[config.mk]
export PLATFORM = sky130hd
export DESIGN_NAME = data_memory_responder
export DESIGN_NICKNAME = d
export VERILOG_FILES = /design/src/rtl/data_memory_responder.sv
export SDC_FILE = /design/constraint.sdc
export NUM_CORES = 2
export LEC_CHECK = 0
export CELL_PAD_IN_SITES_DETAIL_PLACEMENT = 0
export CELL_PAD_IN_SITES_GLOBAL_PLACEMENT = 2
export CORE_AREA = 10 10 546 548
export CTS_BUF_LIST = sky130_fd_sc_hd__clkbuf_16
export CTS_CLUSTER_DIAMETER = 100
export DETAILED_ROUTE_END_ITERATION = 6
export DIE_AREA = 0 0 556 558
export PLACE_DENSITY_LB_ADDON = 0.1
export SYNTH_ARGS = -nofsm -noshare
export SYNTH_HDL_FRONTEND = slang
export SYNTH_SLANG_ARGS = --single-unit
[constraint.sdc]
create_clock -name Clock -period 7.5 [get_ports Clock]
set_input_delay 1.5 -clock Clock [delete_from_list [all_inputs] [get_ports Clock]]
set_output_delay 1.5 -clock Clock [all_outputs]
set_load 0.01 [all_outputs]
[src/rtl/data_memory_responder.sv]
// Wait-state data memory responder: IDLE/WAIT/RESP handshake stalling the processor LATENCY cycles.
// Define DATA_MEM_BOUNDS_CHECK_EN to flag and neutralise accesses at or beyond DEPTH.
module data_memory_responder #(
  parameter int WORD_SIZE = 16,
  parameter int DEPTH     = 256,
  parameter int LATENCY   = 2
) (
  input  logic                 Clock,
  input  logic                 Reset,
  input  logic [WORD_SIZE-1:0] DataAddr,
  input  logic [WORD_SIZE-1:0] DataOut,
  input  logic                 ReadData,
  input  logic                 WriteData,
  output logic [WORD_SIZE-1:0] DataIn,
  output logic                 DataWaitreq,
  output logic                 AddrError
);
  localparam int         ADDR_BITS = $clog2(DEPTH);
  localparam logic [2:0] LAT       = 3'(LATENCY);

  typedef enum logic [1:0] {IDLE, WAIT, RESP} state_t;

  state_t               state, next_state;
  logic [2:0]           count, next_count;
  logic [WORD_SIZE-1:0] read_reg;
  logic [WORD_SIZE-1:0] mem [DEPTH];
  logic [WORD_SIZE-1:0] lookup;
  logic [ADDR_BITS-1:0] index;
  logic                 request;
  logic                 is_read;
  logic                 capture;
  logic                 complete;
  logic                 commit;
  logic                 out_of_range;

  assign request = ReadData | WriteData;
  assign is_read = ReadData & ~WriteData;
  assign index   = DataAddr[ADDR_BITS-1:0];

`ifdef DATA_MEM_BOUNDS_CHECK_EN
  assign out_of_range = ({1'b0, DataAddr} >= (WORD_SIZE+1)'(DEPTH));
  assign lookup       = out_of_range ? WORD_SIZE'(16'hDEAD) : mem[index];

  always_ff @(posedge Clock) begin
    if (Reset)
      AddrError <= 1'b0;
    else if (complete && out_of_range)
      AddrError <= 1'b1;
  end
`else
  logic unused_addr_bits;

  assign out_of_range     = 1'b0;
  assign lookup           = mem[index];
  assign unused_addr_bits = ^DataAddr;
  assign AddrError        = 1'b0;
`endif

  // An access only commits once it completes, and never in a reset cycle.
  assign commit = complete & WriteData & ~out_of_range & ~Reset;

  always_ff @(posedge Clock) begin
    if (Reset) begin
      state    <= IDLE;
      count    <= '0;
      read_reg <= '0;
    end else begin
      state <= next_state;
      count <= next_count;
      if (capture)
        read_reg <= is_read ? lookup : '0;
    end
  end

  always_ff @(posedge Clock) begin
    if (commit)
      mem[index] <= DataOut;
  end

  always_comb begin
    next_state  = state;
    next_count  = count;
    DataWaitreq = 1'b0;
    capture     = 1'b0;
    complete    = 1'b0;
    DataIn      = '0;
    case (state)
      IDLE: begin
        if (request) begin
          if (LATENCY == 0) begin
            complete = 1'b1;
            if (is_read)
              DataIn = lookup;
          end else begin
            DataWaitreq = 1'b1;
            if (LATENCY == 1) begin
              next_state = RESP;
              capture    = 1'b1;
            end else begin
              next_state = WAIT;
              next_count = LAT - 3'd1;
            end
          end
        end
      end
      WAIT: begin
        DataWaitreq = 1'b1;
        if (!request) begin
          next_state = IDLE;
          next_count = '0;
        end else begin
          next_count = count - 3'd1;
          if (count == 3'd1) begin
            next_state = RESP;
            capture    = 1'b1;
          end
        end
      end
      RESP: begin
        complete   = 1'b1;
        next_state = IDLE;
        DataIn     = read_reg;
      end
      default: begin
        next_state = IDLE;
        next_count = '0;
      end
    endcase
  end
endmodule

Yosys cells after proc, flatten, opt, wreduce, memory -nomap -nowiden
Memory sizes are Yosys's and may differ from the RTL's.
Index checks and enable logic that the tools add are counted.
- add/subtract/negate cells: 1
- multipliers: 0
- div/mod/pow operators: 0
- magnitude comparators: 0
- equality and inequality tests: 5
- shifts and indexed selects: 0
- multiplexer cells: 17
- bitwise logic cells: 7
- reduce and logical (&&, ||, !) cells: 3
- operators by type and width (cell ; count):
    2-to-1 mux 16 bit ; 2
    case mux 3 bit (3 select lines) ; 1
    2-to-1 mux 1 bit ; 7
    2-to-1 mux 2 bit ; 3
    2-to-1 mux 3 bit ; 2
    case mux 2 bit (2 select lines) ; 1
    AND reduction 2 bit ; 2
    AND 1 bit ; 3
    == test 3 x 1 -> 1 bit, second input constant ; 1
    inequality test 3 bit, second input constant ; 1
    inverter 1 bit ; 3
    subtractor 3 x 1 -> 3 bit, second input constant ; 1
    == test 2 x 1 -> 1 bit, second input constant ; 1
    == test 2 bit, second input constant ; 1
    logical NOT 2 bit ; 1
    inequality test 2 bit, second input constant ; 1
    case mux 1 bit (2 select lines) ; 1
    OR 1 bit ; 1
- register bits after elaboration: 21
- latch bits: 0
- bits in writable memories: 4096
- ROM bits: 0
- input port bits: 36
- output and inout port bits: 18
- word-level logic and storage cells: 37
- memories: 1
- memories (memory ; depth ; width ; read ports ; clocked after memory_dff ; write ports ; line ; RTL):
    mem ; 256 ; 16 ; 1 ; 0 ; 1 ; 26 ; logic [WORD_SIZE-1:0] mem [DEPTH];

Longest topological paths before layout
- depth in word-level cells: 6
- mapped depth: 13

Worst setup path after synthesis
OpenSTA, ideal clock, no wires.
- path type: input to register
- from: input port DataAddr[1]
- to: memory mem[114][0] (enable)
- setup time: 0.388 ns
- arrival: 4.068 ns
- required time: 7.112 ns
- setup slack: 3.044 ns
- cell stages on the path: 10
- buffers on the path: 7
- cells stage by stage: buf_2 -> buf_6 -> buf_4 -> buf_4 -> buf_2 -> buf_2 -> nor3b_1 -> nand2_1 -> buf_2 -> nor2_1
- RTL lines (what ; line ; RTL):
    start, declared ; 10 ; input logic [WORD_SIZE-1:0] DataAddr,
    end, declared ; 26 ;
Straight into the memory's write port.

Worst setup path in the final report
- from: input port DataAddr[0]
- to: register read_reg[8]
- cells in the longest elaborated chain, start to end: 2
- ends and longest elaborated chain (what ; line ; RTL):
    memory read (256 x 16 bit) ; n/a ;
    2-to-1 mux 16 bit ; 71 ; read_reg <= is_read ? lookup : '0;
    end signal, assigned ; 71 ;
    end, declared ; 25 ; logic [WORD_SIZE-1:0] read_reg;
Every way passes these cells.
A chain may end at the register's enable or synchronous reset.

==> results by group <==
Yosys
  • Top FF cell, synth: edfxtp_1
  • Post-synthesis sequential area ratio: between 70 and 80%
  • Syn Nets: 7,072
  • Syn Inst Count: around 7,000
  • Ys async rst share: 0%
  • Synth cell types: 60
  • Post-synth EDFFs: roughly 4,100
  • Cell area after synthesis: about 160,000 µm²
  • Synthesis Warnings: 0
  • #FFs+latches synth: a little over 4,000
  • Mean post-synth cell area: around 22 µm²

GRT
  • GR peak layer: met2
  • GRT Overall Usage: between 20% and 30%
  • First-pass GRT wire length: between 500 and 600 mm
  • Largest net degree at the start of global routing: between 150 and 200
  • Grt met1 use: 38.1%
  • GRT met2 Usage: between 30 and 40%
  • Overflow after GRT: 0
  • M3 GR Usage: 4.41%
  • Vias in the first global route: 75,100
  • Antenna violations before repair: 20

STA
  • FMAX: 207 MHz
  • Final Critical Period: roughly 4.8 ns
  • Final Slew Violations: 0
  • Worst slew margin: between 10% and 20%
  • Final-report hold violation count: 0
  • RSZ-0062 raised after global routing: false
  • Period utilisation layout: 64.3%
  • Setup tns final: 0 ns
  • Worst setup margin: between 2 and 3 ns
  • Worst-margin pin slew: ~1.3 ns
  • Final Setup Violations: 0
  • Hold_ws: slightly below 0.5 ns
  • Clk_skew: 0.0401 ns

Setup path
  • Reg2Reg Setup Slack: roughly 2.7 ns
  • Maximum fanout along the worst path: 92
  • Critical path type: primary input to flip-flop
  • Worst Setup Start Kind: primary input
  • Slowest-stage cell, CP: nor4b_1
  • Critical path required time: around 8.3 ns
  • WP data arrival: around 5.7 ns
  • Critical path capture point type: flip-flop
  • CP max stage delay: 1.00 ns
  • CP cell instances: buf_8 -> buf_12 -> mux4_2 -> a22oi_1 -> nand3_1 -> nor4b_1 -> o21ai_1 -> a21o_1

Clocking
  • Clk sinks: just over 4,000
  • CTS tree: done
  • Post-CTS Setup Bufs: 0
  • Num CTS Buffers: between 400 and 500
  • Clock-pin slew on the worst setup and hold paths: around 0.060 ns
  • CTS root buffer: clkbuf_16
  • CTS Hold Bufs: 0
  • Clock Latency Late Sink: ~0.96 ns
  • Max clock buf depth: 4
  • CTS HTree Levels: 5
  • CTS resizes: 0

Drt
  • Detail Route Antenna Nets: 0
  • DRT Pass-1 Iters: 6
  • Post-route DRC: 0
  • Vias post-DR: ~75,000
  • Drt wl/cell: roughly 34 µm
  • Vias per cell: around 6.5
  • Drt total wl: 400 mm
  • Drt initial violations: around 9,300

Cells and area
  • Most common cell after layout, fill and taps aside: edfxtp_1
  • Layout cells sized above 1: 25.0%
  • Fillers: 19,900
  • Layout Nets: between 7,000 and 8,000
  • Final Non-Filler Cells: ~12,000
  • Max reg flops: a little over 4,000
  • Final core occ: between 60% and 70%
  • Final Cell Area: around 180,000 µm²
  • Layout area overhead: 12.9%
  • Most frequent cells in the layout: edfxtp_1 (4,096), mux4_2 (890), clkbuf_16 (423)

Die
  • I/O pin cnt: between 50 and 60
  • Die H: between 500 and 600 µm
  • Starting Density: approximately 55%
  • # rows: 197
  • DIE AREA: approximately 310,000 µm²
  • Die width: around 560 µm
  • Core Region: ~290,000 µm²

Placed design
  • Worst slack, placed: approximately 1.8 ns
  • Placed cell area: 164,000 µm²
  • Placed cell count: about 11,000
  • Routability cong.: ~0.8
  • IO Port Bufs: 44
  • Hpwl dp: around 230 mm

Flow run
  • MaxCap Viol Count: 0

Power
  • Pleak: about 56 nW
  • Final Power: 47.5 mW
  • IR drop worst, VDD: 218 µV
  • Power density cells: between 200 and 300 nW/µm²

Min path
  • Hold crit path type: flip-flop to flip-flop

Outcome
  • Status: finished clean
[critical path, delay by kind of cell]
kind,cells,cell delay [ns]
AOI/OAI and AO/OA,3,0.77
and+or+nand+nor,2,1.31
muxes,1,0.59
buffers and inverters,2,1.20
[power breakdown]
part	internal (mW)	switching (mW)	leakage (nW)
combinational	0.669	1.33	12.6
sequential	25.3	0.00253	37.0
clock	11.6	8.58	6.91
total	37.5	9.92	56.5
[cell families after synthesis]
| family | count (synthesis) | share of synthesized area, % |
|---|---|---|
| buffers and inverters | 419 | 1.32 |
| AO/OA/AOI/OAI | 725 | 3.42 |
| AND/OR/NAND/NOR | 515 | 1.49 |
| multiplexers | 1255 | 15.1 |
| adder cells (fa/ha/maj) | 2 | 0.0159 |
| other | 1 | 0.00239 |
| flip-flops | 4117 | 78.6 |
[worst paths after layout]
kind               start          end  cells past startpoint
max reg2reg     state[0]  mem[20][15]                      5
min             count[1]     count[1]                      2
max          DataAddr[0]  read_reg[8]                      8
min reg2reg     count[1]     count[1]                      2
[routing by layer]
| metal | part of all wire [%] | vias to the layer above |
|---|---|---|
| li1 | - | 30900 |
| met1 | 42 | 40700 |
| met2 | 47 | 3116 |
| met3 | 8.0 | 515 |
| met4 | 2.8 | 2 |
| met5 | 0.0045 | - |
[layout make-up]
type	count	area, µm²	area share (%)
diodes	9	22.5	0.0127
clock buffers	423	10600	5.98
clock inverters	334	2710	1.53
inverters	3	16.3	0.00918
multi-input cells	2498	31600	17.8
flip-flops and latches	4117	123000	69.7
well taps	3781	4730	2.67
repair buffers	458	4010	2.27
[synthesized netlist by cell type (5+ instances only)]
cell type | number | area, µm²
buf_4 | 20 | 150
nand2b_1 | 6 | 37.5
o211ai_1 | 32 | 240
o31a_1 | 15 | 131
mux4_2 | 890 | 20000
a21oi_1 | 21 | 105
nor2_1 | 281 | 1050
buf_6 | 22 | 248
a22o_1 | 45 | 394
buf_2 | 140 | 701
and2_1 | 19 | 119
nand2_1 | 70 | 263
nor4b_1 | 14 | 123
a211oi_1 | 20 | 150
nor3_1 | 22 | 110
a21boi_1 | 5 | 37.5
dfxtp_1 | 21 | 420
a21o_1 | 15 | 113
a22oi_1 | 297 | 2230
mux2_2 | 7 | 78.8
edfxtp_1 | 4096 | 123000
a31oi_1 | 30 | 188
nand3_1 | 41 | 205
nor2b_1 | 13 | 81.3
a21boi_0 | 10 | 75.1
mux2i_1 | 358 | 3580
o221ai_1 | 16 | 140
o21ai_0 | 37 | 185
a41o_1 | 14 | 140
buf_1 | 42 | 158
o22ai_1 | 49 | 307
a221oi_1 | 65 | 569
a211o_1 | 15 | 131
and3_1 | 6 | 37.5
clkbuf_1 | 186 | 698
nand4_1 | 19 | 119
o21ai_1 | 31 | 155
Power figures use the tool's default switching activity.
